File: config.mk
export PLATFORM = sky130hd
export DESIGN_NAME = seq_divider
export DESIGN_NICKNAME = d
export VERILOG_FILES = /design/src/rtl/div_pkg.sv /design/src/rtl/div_step.sv /design/src/rtl/seq_divider.sv
export SDC_FILE = /design/constraint.sdc
export NUM_CORES = 1
export LEC_CHECK = 0
export CELL_PAD_IN_SITES_DETAIL_PLACEMENT = 0
export CELL_PAD_IN_SITES_GLOBAL_PLACEMENT = 1
export CORE_ASPECT_RATIO = 1.25
export CORE_MARGIN = 8
export CORE_UTILIZATION = 30
export CTS_CLUSTER_SIZE = 16
export DETAILED_ROUTE_END_ITERATION = 8
export HOLD_SLACK_MARGIN = 0.12
export PLACE_DENSITY_LB_ADDON = 0.1
export SYNTH_ARGS = -nofsm -noshare
export SYNTH_HDL_FRONTEND = slang
export SYNTH_SLANG_ARGS = --single-unit
File: constraint.sdc
create_clock -name clk -period 3.2 [get_ports clk]
set_input_delay 0.64 -clock clk [delete_from_list [all_inputs] [get_ports clk]]
set_output_delay 0.64 -clock clk [all_outputs]
set_load 0.02 [all_outputs]
File: src/rtl/div_pkg.sv
// Shared types and sizing helpers for the sequential restoring divider.
package div_pkg;

  localparam int DIV_WIDTH_DEFAULT = 32;

  typedef enum logic [1:0] {
    IDLE,
    RUN,
    FIXUP,
    DONE
  } state_t;

  // Iteration counter must hold the value WIDTH itself.
  function automatic int cnt_width(input int width);
    return $clog2(width + 1);
  endfunction

endpackage

File: src/rtl/div_step.sv
// One restoring-division iteration: shift {rem,quo} left, trial-subtract the divisor.
module div_step #(
  parameter int WIDTH = 32
) (
  input  logic [WIDTH-1:0] rem,
  input  logic [WIDTH-1:0] quo,
  input  logic [WIDTH-1:0] dsr,
  output logic [WIDTH-1:0] rem_next,
  output logic [WIDTH-1:0] quo_next
);

  // The shifted remainder keeps rem's old MSB as bit WIDTH, so divisors with
  // the top bit set still compare correctly.
  logic [WIDTH:0] rem_shifted;
  logic [WIDTH:0] trial;

  assign rem_shifted = {rem, quo[WIDTH-1]};
  assign trial       = rem_shifted - {1'b0, dsr};

  assign rem_next = trial[WIDTH] ? rem_shifted[WIDTH-1:0] : trial[WIDTH-1:0];
  assign quo_next = {quo[WIDTH-2:0], ~trial[WIDTH]};

endmodule

File: src/rtl/seq_divider.sv
// Multi-cycle restoring integer divider with valid/ready operand and result handshakes.
// Optional signed (truncating) division is enabled by defining DIV_SIGNED_EN.
module seq_divider
  import div_pkg::*;
#(
  parameter int WIDTH = DIV_WIDTH_DEFAULT
) (
  input  logic             clk,
  input  logic             reset,
  input  logic             in_valid,
  output logic             in_ready,
  input  logic [WIDTH-1:0] dividend,
  input  logic [WIDTH-1:0] divisor,
`ifdef DIV_SIGNED_EN
  input  logic             is_signed,
`endif
  output logic             out_valid,
  input  logic             out_ready,
  output logic [WIDTH-1:0] quotient,
  output logic [WIDTH-1:0] remainder,
  output logic             div_by_zero
);

  localparam int CW = cnt_width(WIDTH);

  state_t           state, state_next;
  logic [CW-1:0]    count;
  logic [WIDTH-1:0] rem, quo, dsr;
  logic [WIDTH-1:0] step_rem, step_quo;
  logic [WIDTH-1:0] ld_quo, ld_dsr;
  logic             dbz;

`ifdef DIV_SIGNED_EN
  logic a_neg, b_neg, neg_q, neg_r;

  assign a_neg  = is_signed & dividend[WIDTH-1];
  assign b_neg  = is_signed & divisor[WIDTH-1];
  assign ld_quo = a_neg ? -dividend : dividend;
  assign ld_dsr = b_neg ? -divisor : divisor;
`else
  assign ld_quo = dividend;
  assign ld_dsr = divisor;
`endif

  div_step #(.WIDTH(WIDTH)) u_step (
    .rem      (rem),
    .quo      (quo),
    .dsr      (dsr),
    .rem_next (step_rem),
    .quo_next (step_quo)
  );

  assign in_ready = (state == IDLE);

  always_ff @(posedge clk) begin
    if (reset) state <= IDLE;
    else       state <= state_next;
  end

  always_comb begin
    // NOTE: default first so every path assigns state_next and no latch is inferred.
    state_next = state;
    case (state)
      IDLE:  if (in_valid) state_next = (divisor == '0) ? DONE : RUN;
`ifdef DIV_SIGNED_EN
      RUN:   if (count == CW'(1)) state_next = FIXUP;
      FIXUP: state_next = DONE;
`else
      RUN:   if (count == CW'(1)) state_next = DONE;
`endif
      DONE:  if (out_valid && out_ready) state_next = IDLE;
      default: state_next = IDLE;
    endcase
  end

  // NOTE: sequential state uses non-blocking assignments so every register
  // samples pre-edge values regardless of statement order.
  always_ff @(posedge clk) begin
    if (reset) begin
      count       <= '0;
      rem         <= '0;
      quo         <= '0;
      dsr         <= '0;
      dbz         <= 1'b0;
      out_valid   <= 1'b0;
      quotient    <= '0;
      remainder   <= '0;
      div_by_zero <= 1'b0;
`ifdef DIV_SIGNED_EN
      neg_q       <= 1'b0;
      neg_r       <= 1'b0;
`endif
    end else begin
      case (state)
        IDLE: if (in_valid) begin
          count <= CW'(WIDTH);
          dsr   <= ld_dsr;
          if (divisor == '0) begin
            rem <= dividend;
            quo <= '1;
            dbz <= 1'b1;
          end else begin
            rem <= '0;
            quo <= ld_quo;
            dbz <= 1'b0;
          end
`ifdef DIV_SIGNED_EN
          neg_q <= a_neg ^ b_neg;
          neg_r <= a_neg;
`endif
        end
        RUN: begin
          rem   <= step_rem;
          quo   <= step_quo;
          count <= count - CW'(1);
        end
`ifdef DIV_SIGNED_EN
        FIXUP: begin
          if (neg_q) quo <= -quo;
          if (neg_r) rem <= -rem;
        end
`endif
        DONE: begin
          // Result registers are captured once; out_valid rises the cycle after entry.
          if (!out_valid) begin
            out_valid   <= 1'b1;
            quotient    <= quo;
            remainder   <= rem;
            div_by_zero <= dbz;
          end else if (out_ready) begin
            out_valid <= 1'b0;
          end
        end
        default: ;
      endcase
    end
  end

endmodule

==> impl_metrics.json <==
{
  "yosys.area.top_type_share_pct": 40.98,
  "synth_area_um2": 8353,
  "antenna_found_initial": 0,
  "ys_warn_count": 0,
  "cp.required_ps": 3500,
  "firstDrtPassIters": 5,
  "syn_to_final_growth_pct": 30.66,
  "combPwrFrac_pct": 53.1,
  "postCtsHoldBufs": 0,
  "ys_seq_elements": 171,
  "cts_max_path_buffers": 2,
  "die_w_um": 165.2,
  "status": "completed",
  "p_int_w": 0.006217,
  "syn_area_per_cell_um2": 7.895,
  "design.core.area_um2": 27480,
  "slew_violations": 0,
  "fin_skew_ps": 10.53,
  "ios": 135,
  "hold_violations": 0,
  "start_kind": "flop",
  "critPathArrivalTime_ps": 3350,
  "crit_type": "flop to flop",
  "ys_seq_area_share_pct": 40.98,
  "critical_path.cell_chain": "inv_1, ha_1, fa_2, nand2b_1, a21o_1, a2111o_1, nand2_2, a31o_4, a2111o_1, a21o_1, and2_4, buf_12, mux2i_2, o22ai_1",
  "die_h_um": 202.6,
  "cts_tree": "done",
  "dp_slack_ps": 69.53,
  "clk_latency_ps": 440,
  "synthTopCellsByArea": "dfxtp_1 (41%), nand2_1 (12%), a21oi_1 (10%)",
  "hold_class": "flop to flop",
  "cellPowerDensity_nw_per_um2": 934.3,
  "dp_hpwl_um": 20880,
  "synthFlopType": "dfxtp_1",
  "dpl_cell_area_um2": 10270,
  "synth_cell_types": 51,
  "critical-path-top-delay-family": "compound AO/OA/AOI/OAI gates",
  "setup_viol": 0,
  "routabilityCongestion": 0.8315,
  "cpMaxStageDelayCell": "a2111o_1",
  "ant_nets": 0,
  "period_share_pct": 95.24,
  "holdWs_ps": 453.4,
  "ys_async_sr_fraction_pct": 0,
  "critPathBufInv": 2,
  "max_freq_mhz": 328.1,
  "row_count": 68,
  "wirelength_um": 27860,
  "grt_max_degree": 49,
  "power_switching_share_pct": 39.03,
  "synth_top_area_cell": "dfxtp_1",
  "vias": 7821,
  "drc_errors": 0,
  "clockPowerShare_pct": 21.2,
  "grt_pass1_wl_um": 43650,
  "wl_per_cell_um": 17.98,
  "syn_nets": 1161,
  "netlist_instances": 1058,
  "period_needed_ps": 3048,
  "overflow": 0,
  "numCtsBuffers": 17,
  "grt_pass1_vias": 7739,
  "final.setup.tns_ps": 0,
  "via_per_inst": 5.049,
  "worst_setup_path_end_kind": "flop",
  "start_util_pct": 30.40,
  "seqPwrFrac_pct": 25.7,
  "ir_drop_v": 0.0004138,
  "die_area_um2": 33470,
  "gr-usage-all-layers_pct": 16.57,
  "stdcell_area_um2": 10910,
  "htreeDepth": 4,
  "max_stage_delay_ps": 390,
  "finalNetCount": 1288,
  "cts.sink_count": 171,
  "slew_headroom_pct": 48.86,
  "tightestPinTransition_ps": 767.1,
  "critPathMaxFanout": 11,
  "root_buffer": "clkbuf_16",
  "clk_pin_slew_worst_paths_ps": 70,
  "drive_above_1_share_pct": 8.097,
  "maxCapViolations": 0,
  "numPortBuffers": 134,
  "rsz0062_at_grt": "false",
  "worst_slack_ps": 152.3,
  "p_switching_w": 0.003979,
  "p_leak_nw": 3.959,
  "synth_edf_count": 0,
  "drt_iter0_drc": 492
}
==> power groups by stage <==
stage	Clock (W)	Combinational, W	Sequential [W]
detailed placement	0	0.00526	0.00266
global placement	0	0.00527	0.00266
floorplan	0	0.00389	0.00257
global route	0.00231	0.00595	0.00265
finish	0.00216	0.00542	0.00262
CTS	0.00222	0.00529	0.00261
==> per-stage QoR <==
step	cells	utilization [%]	total power, W
after floorplan	1058	-	0.006462
after global placement	1514	37.38	0.007934
after detailed placement	1514	37.38	0.007921
after CTS	1546	39.56	0.01013
after global routing	1548	39.71	0.01091
final	1549	39.72	0.01020
==> sequential cells by signal, summed over array words and instances (netlist names) <==
register,flops
div_by_zero,1
remainder,32
dbz,1
count,6
rem,32
state,2
quotient,32
quo,32
out_valid,1
dsr,32
==> layout by cell type, fill, tap and decap left out, types with 3 or more instances in the layout <==
master / count
nor2b_1: 5
nor3_1: 5
inv_6: 4
a211oi_1: 4
a31oi_1: 9
buf_12: 7
clkinvlp_4: 4
o211ai_1: 6
clkdlybuf4s50_1: 133
and2_1: 3
nand3_1: 15
a22oi_1: 28
o22ai_1: 22
nand4_1: 7
nand2b_1: 7
or2_2: 4
o221ai_1: 32
nor4_1: 10
xor2_1: 12
nor2_1: 22
inv_1: 38
a21o_1: 24
mux2i_1: 20
o21bai_1: 3
xnor2_1: 17
clkbuf_16: 17
nand2_1: 264
buf_4: 42
dfxtp_1: 171
bufinv_16: 3
or3_1: 3
ha_1: 34
o21ai_0: 13
a21oi_1: 170
==> final cells by class <==
class / count / area (um2)
timing repair buffer: 182 / 1787
clock buffer: 19 / 432.9
fill: 2940 / 16570
inverter: 38 / 142.6
multi-input combinational: 775 / 4523
clock inverter: 13 / 165.2
antenna: 1 / 2.502
sequential: 171 / 3423
tap: 350 / 437.9
==> worst paths after layout <==
check | start | endpoint | slack [ps] | depth (start not counted)
min reg2reg | quotient[26]$_SDFFE_PP0P_ | quotient[26]$_SDFFE_PP0P_ | 450 | 2
max reg2reg | quo[31]$_SDFFE_PP0P_ | rem[26]$_SDFFE_PP0P_ | 150 | 14
min | quotient[26]$_SDFFE_PP0P_ | quotient[26]$_SDFFE_PP0P_ | 450 | 2
max | quo[31]$_SDFFE_PP0P_ | rem[26]$_SDFFE_PP0P_ | 150 | 14
==> per-layer routing <==
metal	vias up	wire [um]	GRT usage, %
li1	3973	-	-
met1	3675	13360	22.36
met2	152	12970	26.55
met3	21	1205	2.999
met4	0	316	4.352
met5	-	0	0
==> cell families after synthesis <==
group,Yosys count,synth area share (%)
xor gates and xnor gates,29,3.041
buffers and inverters,112,5.392
AOI/OAI and AO/OA,334,24.93
and+or+nand+nor,355,17.69
muxes,22,2.636
DFF,171,40.98
adders and majority gates,35,5.333
==> tightest hold or removal path: cells and delay by family (launching register included) <==
| kind | cells | cell delay [ps] |
|---|---|---|
| AO/OA/AOI/OAI | 1 | 50 |
| flip-flops | 1 | 310 |
| AND/OR/NAND/NOR | 1 | 50 |
==> Yosys cell counts, types with 4 or more instances <==
library cell	count
a211oi_1	4
a21o_1	24
a21oi_1	170
a22oi_1	28
a31oi_1	9
buf_6	4
clkbuf_1	68
dfxtp_1	171
ha_1	34
inv_1	38
mux2i_1	22
nand2_1	265
nand2b_1	7
nand3_1	15
nand4_1	7
nor2_1	24
nor2b_1	5
nor3_1	6
nor4_1	10
o211ai_1	6
o21ai_0	13
o221ai_1	32
o22ai_1	22
xnor2_1	17
xor2_1	12
==> repair_timing <==
action	CTS	global route
endpoints found under the setup margin	0	26
buffers inserted	0	2
hold endpoints to repair	0	0
gates resized for setup	0	6
(Power assumes the default switching activity.)
